===== src/rtl/matrix_result_scanner.sv =====
// Display stage for the N x N matrix multiplier result: captures the flattened
// matrix on load and walks it element by element onto the LEDs with row/col.
module matrix_result_scanner #(
  parameter int N        = 5,
  parameter int ELEM_W   = 8,
  parameter int TICK_DIV = 25_000_000
) (
  input  logic                    clk,
  input  logic                    rst,
  input  logic                    load,
  input  logic [N*N*ELEM_W-1:0]   matrix_in,
  input  logic                    sw,
  input  logic                    step,
  output logic [ELEM_W-1:0]       leds,
  output logic [2:0]              row,
  output logic [2:0]              col,
  output logic                    busy,
  output logic                    done
);

  localparam int PW = $clog2(TICK_DIV);

  localparam logic [1:0] IDLE = 2'd0;
  localparam logic [1:0] SHOW = 2'd1;
  localparam logic [1:0] DONE = 2'd2;

  localparam logic [4:0]    LAST_IDX = 5'(N*N-1);
  localparam logic [2:0]    LAST_COL = 3'(N-1);
  localparam logic [PW-1:0] TICK_TOP = PW'(TICK_DIV-1);

  logic [1:0]        state;
  logic [4:0]        idx;
  logic [PW-1:0]     prescaler;
  logic              step_q;
  logic [ELEM_W-1:0] shadow [N*N];

  logic tick;
  logic step_rise;
  logic advance;

  always_comb begin
    tick      = 1'b0;
    step_rise = step & ~step_q;
    advance   = 1'b0;
    if (state == SHOW) begin
      tick    = sw && (prescaler == TICK_TOP);
      // Step edges only count while paused; with sw=1 the tick owns the scan.
      advance = tick || (!sw && step_rise);
    end
  end

  always_ff @(posedge clk or negedge rst) begin
    if (!rst) begin
      step_q <= 1'b0;
    end else begin
      step_q <= step;
    end
  end

  always_ff @(posedge clk or negedge rst) begin
    if (!rst) begin
      state     <= IDLE;
      idx       <= '0;
      prescaler <= '0;
      leds      <= '0;
      row       <= '0;
      col       <= '0;
      for (int unsigned i = 0; i < N*N; i++) begin
        shadow[i] <= '0;
      end
    end else if (load) begin
      state     <= SHOW;
      idx       <= '0;
      prescaler <= '0;
      leds      <= matrix_in[ELEM_W-1:0];
      row       <= '0;
      col       <= '0;
      for (int unsigned i = 0; i < N*N; i++) begin
        shadow[i] <= matrix_in[i*ELEM_W +: ELEM_W];
      end
    end else if (state == SHOW) begin
      if (sw) begin
        prescaler <= tick ? '0 : prescaler + PW'(1);
      end
      if (advance) begin
        if (idx == LAST_IDX) begin
          state <= DONE;
        end else begin
          // row/col are tracked incrementally alongside idx instead of dividing.
          idx  <= idx + 5'd1;
          leds <= shadow[idx + 5'd1];
          if (col == LAST_COL) begin
            col <= '0;
            row <= row + 3'd1;
          end else begin
            col <= col + 3'd1;
          end
        end
      end
    end
  end

  assign busy = (state == SHOW);
  assign done = (state == DONE);

endmodule


===== config.mk =====
export PLATFORM = sky130hd
export DESIGN_NAME = matrix_result_scanner
export DESIGN_NICKNAME = d
export VERILOG_FILES = /design/src/rtl/matrix_result_scanner.sv
export SDC_FILE = /design/constraint.sdc
export NUM_CORES = 1
export LEC_CHECK = 0
export BUFFER_PORTS_ARGS = -buffer_cell sky130_fd_sc_hd__buf_2
export CAP_MARGIN = 20
export CORE_ASPECT_RATIO = 0.9
export CORE_UTILIZATION = 55
export DETAILED_ROUTE_END_ITERATION = 16
export MAX_ROUTING_LAYER = met4
export PLACE_DENSITY = 0.89
export SLEW_MARGIN = 5
export SYNTH_ARGS = -nofsm -noshare
export SYNTH_HDL_FRONTEND = slang
export SYNTH_SLANG_ARGS = --single-unit

===== constraint.sdc =====
create_clock -name clk -period 4.1 [get_ports clk]
set_input_delay 0.41 -clock clk [delete_from_list [all_inputs] [get_ports clk]]
set_output_delay 0.41 -clock clk [all_outputs]
set_load 0.01 [all_outputs]

==> impl_metrics.tcl <==
set metrics [dict create \
    synthCells 935 \
    cts_buffers 26 \
    wl_per_cell_um 20.7 \
    start_util_pct 56.9 \
    critPathLaunchType "register" \
    dr_wl_met2_um 13400 \
    slowest_stage "ha_1" \
    route.detailed.drc 0 \
    fin_crit_ns 3.31 \
    crit_fanout 31 \
    io_pins 221 \
    placedInstanceArea_mm2 0.0128 \
    critPathKind "register to register" \
    layout.nets 1353 \
    postCtsHoldBufs 1 \
    avgSynthCellArea_um2 12.3 \
    min_path_type "input pin to async pin" \
    crit_chain "buf_4 -> ha_1 -> xor2_4 -> buf_4 -> mux4_2 -> mux2_2 -> a21oi_1 -> a221oi_1 -> a211o_1" \
    finalMaxSlewViolations 0 \
    leakagePower_nw 6.14 \
    report.power.total_mw 5.84 \
    die_area_mm2 0.0215 \
    clockBufferDepth 3 \
    dp_hpwl_um 20500 \
    worst_slew_pin_slew_ns 1.07 \
    power.density_mw_per_mm2 425 \
    synth-seq-cells 247 \
    crit_buf_inv 2 \
    status "finished with violations" \
    synth_nets 1146 \
    wl_met1_um 13000 \
    dr_total_vias 8543 \
    grt_first_pass_wirelength_um 46900 \
    core-area_mm2 0.0202 \
    crit_end "leds[6]$_DFFE_PN0P_" \
    grt.total_usage_pct 28.9 \
    clkSlewWorstSetupHoldPaths_ns 0.06 \
    dr.first_iter.drc_count 687 \
    place_congestion 0.888 \
    setup_ws_ns 0.787 \
    finalInstanceArea_mm2 0.0137 \
    place_ws_ns 0.960 \
    synth_ff_type "dfrtp_1" \
    setup_violations 0 \
    hold_violations 6 \
    grt_max_degree 138 \
    regToRegStartpoint "idx[0]$_DFFE_PN0P_" \
    grt-ovfl-total 0 \
    post_cts_buffers 0 \
    drive_gt1_share_pct 43.0 \
    rsz0062_at_grt "no" \
    fin_tns_setup_ns 0 \
    ys_types 54 \
    reg2reg_to "leds[6]$_DFFE_PN0P_" \
    ant_nets 0 \
    rrSetupSlack_ns 0.79 \
    drt-pass1-iter-count 5 \
    timing.hold.ws_ns -0.0600 \
    rows 49 \
    ys_seq_area_share_pct 53.7 \
    syn_area_mm2 0.0115 \
    synthArstFlopShare_pct 100 \
    antenna_found_initial 7 \
    arrival_ns 3.74 \
    cts_resized 0 \
    slowest_delay_ns 0.53 \
    violations "negative hold slack" \
    cp.depth 9 \
    top_layer "met4" \
    worstPathRequired_ns 4.52 \
    crit_start "idx[0]$_DFFE_PN0P_" \
    clock_sinks 247 \
    dr_wl_met3_um 2180 \
    slew_headroom_pct 28.7 \
    cts_root_buffer "clkbuf_16" \
    dieWidth_um 154 \
    ir_drop_mv 0.341 \
    drt-total-wl_um 29500 \
    synth_edf_count 0 \
    path_common_cell "buf_4" \
    endpoint_kind "register" \
    finClkSkew_ns 0.0157 \
    viasPerCell 6.00 \
    clock.fmax_ghz 0.302 \
    cts_max_level 1 \
    period_share_pct 80.8 \
    areaGrowthSynthToFinish_pct 19.4 \
    grt_pass1_vias 8534 \
    path_delay_family "buffers and inverters" \
    cts_tree "built" \
    port-buffer-count 220 \
    reg2regPathDepth 9 \
    insertion_delay_ns 0.54 \
    die_h_um 139 \
    ys_warn_count 0 \
    drv_cap 0 \
]
==> cells by family (layout without fill, tap and decap cells) <==
kind of cell               after synthesis  after routing  synth area share (%)
other                                    0              7                     0
and+or+nand+nor                        237            237                  9.96
DFF                                    247            247                  53.7
adders and majority gates                6              6                 0.652
AOI/OAI and AO/OA                      106            106                  5.78
muxes                                  245            245                  25.7
buffers and inverters                   71            297                  2.44
xor gates and xnor gates                23             23                  1.75
==> worst reg2reg max path, delay by kind of cell (launching register included) <==
family	cells	cell delay, ns
compound gates	3	0.74
xor+xnor	1	0.18
fa+ha+maj	1	0.54
buf+inv	2	0.75
flops	1	0.35
mux	2	0.65
==> synth_stat cells, types with 2 or more instances <==
cell type | instances | area share [%]
nand2_1 | 99 | 3.2
a22oi_1 | 11 | 0.72
buf_1 | 10 | 0.33
ha_1 | 6 | 0.65
inv_1 | 16 | 0.52
buf_2 | 8 | 0.35
xnor2_1 | 6 | 0.46
mux4_2 | 21 | 4.1
and3_1 | 8 | 0.43
a32oi_1 | 2 | 0.15
clkbuf_1 | 35 | 1.1
mux2i_1 | 29 | 2.5
nor2b_1 | 3 | 0.16
or3_1 | 3 | 0.16
a31oi_1 | 10 | 0.54
nand4_1 | 21 | 1.1
nor4_1 | 2 | 0.11
a21oi_1 | 35 | 1.5
o211ai_1 | 2 | 0.13
nor2_1 | 41 | 1.3
xor2_1 | 17 | 1.3
a211o_1 | 9 | 0.68
o21ai_0 | 26 | 1.1
dfrtp_1 | 247 | 54
nand3_1 | 36 | 1.6
nor3b_1 | 2 | 0.13
mux2_2 | 195 | 19
nor3_1 | 5 | 0.22
and2_1 | 5 | 0.27
==> cell type report <==
cell class	instances	area [um2]
inverter	17	63.8
timing repair buffer	233	1220
fill	1423	6490
multi-input combinational	617	5070
sequential	247	6180
clock inverter	12	129
antenna	7	17.5
clock buffer	35	734
tap	255	319
==> cell usage in the layout (no fill, tap or decap), types with 3 or more instances in the layout <==
cell type and instances:
dfrtp_1 247, buf_2 218, mux2_2 195, nand2_1 99, nor2_1 41, nand3_1 36, a21oi_1 35, mux2i_1 29
o21ai_0 26, clkbuf_16 26, mux4_2 21, nand4_1 21, inv_1 16, xor2_1 16, buf_4 12, a22oi_1 11
a31oi_1 10, a211o_1 9, and3_1 8, diode_2 7, ha_1 6, clkinv_2 6, clkbuf_8 6, nor3_1 5
xnor2_1 5, and2_1 5, clkbuf_1 4, nor2b_1 3, or3_1 3, clkinvlp_4 3
==> sequential cells by signal (all words and copies together), names as in the netlist <==
signal / cells
leds: 8
col: 3
step_q: 1
state: 2
row: 3
idx: 5
prescaler: 25
shadow: 200
==> how the worst min path moves through the flow <==
stage                                          from                        end  slack [ns]  cells past startpoint
final                                           rst    shadow[146]$_DFFE_PN0P_       -0.06                      1
after global routing                            rst    shadow[178]$_DFFE_PN0P_        0.07                      1
after CTS                                       rst    shadow[146]$_DFFE_PN0P_        0.04                      1
after detailed placement        leds[3]$_DFFE_PN0P_        leds[3]$_DFFE_PN0P_        0.47                      1
after global placement    prescaler[19]$_DFFE_PN0P_  prescaler[19]$_DFFE_PN0P_        0.47                      1
after floorplan                                 rst         col[0]$_DFFE_PN0P_        0.11                      0
==> per-layer routing <==
metal / up-vias / GRT usage (%)
met5: - / -
met1: 4301 / 41.5
met4: 0 / 10.6
li1: 3781 / -
met2: 395 / 41.3
met3: 66 / 5.08
==> through the flow <==
step,utilization (%),instances,hold WS (ns)
6_report,67.9,1423,-0.0600
2_1_floorplan,-,935,0.114
3_5_place_dp,63.5,1368,0.471
3_3_place_gp,63.5,1368,0.467
5_1_grt,67.9,1423,0.0688
4_1_cts,67.8,1416,0.0383
==> where the power goes <==
part	switching, mW	internal [mW]
sequential	0.145	2.65
clock	0.971	1.38
combinational	0.326	0.365
(Power assumes the default switching activity.)
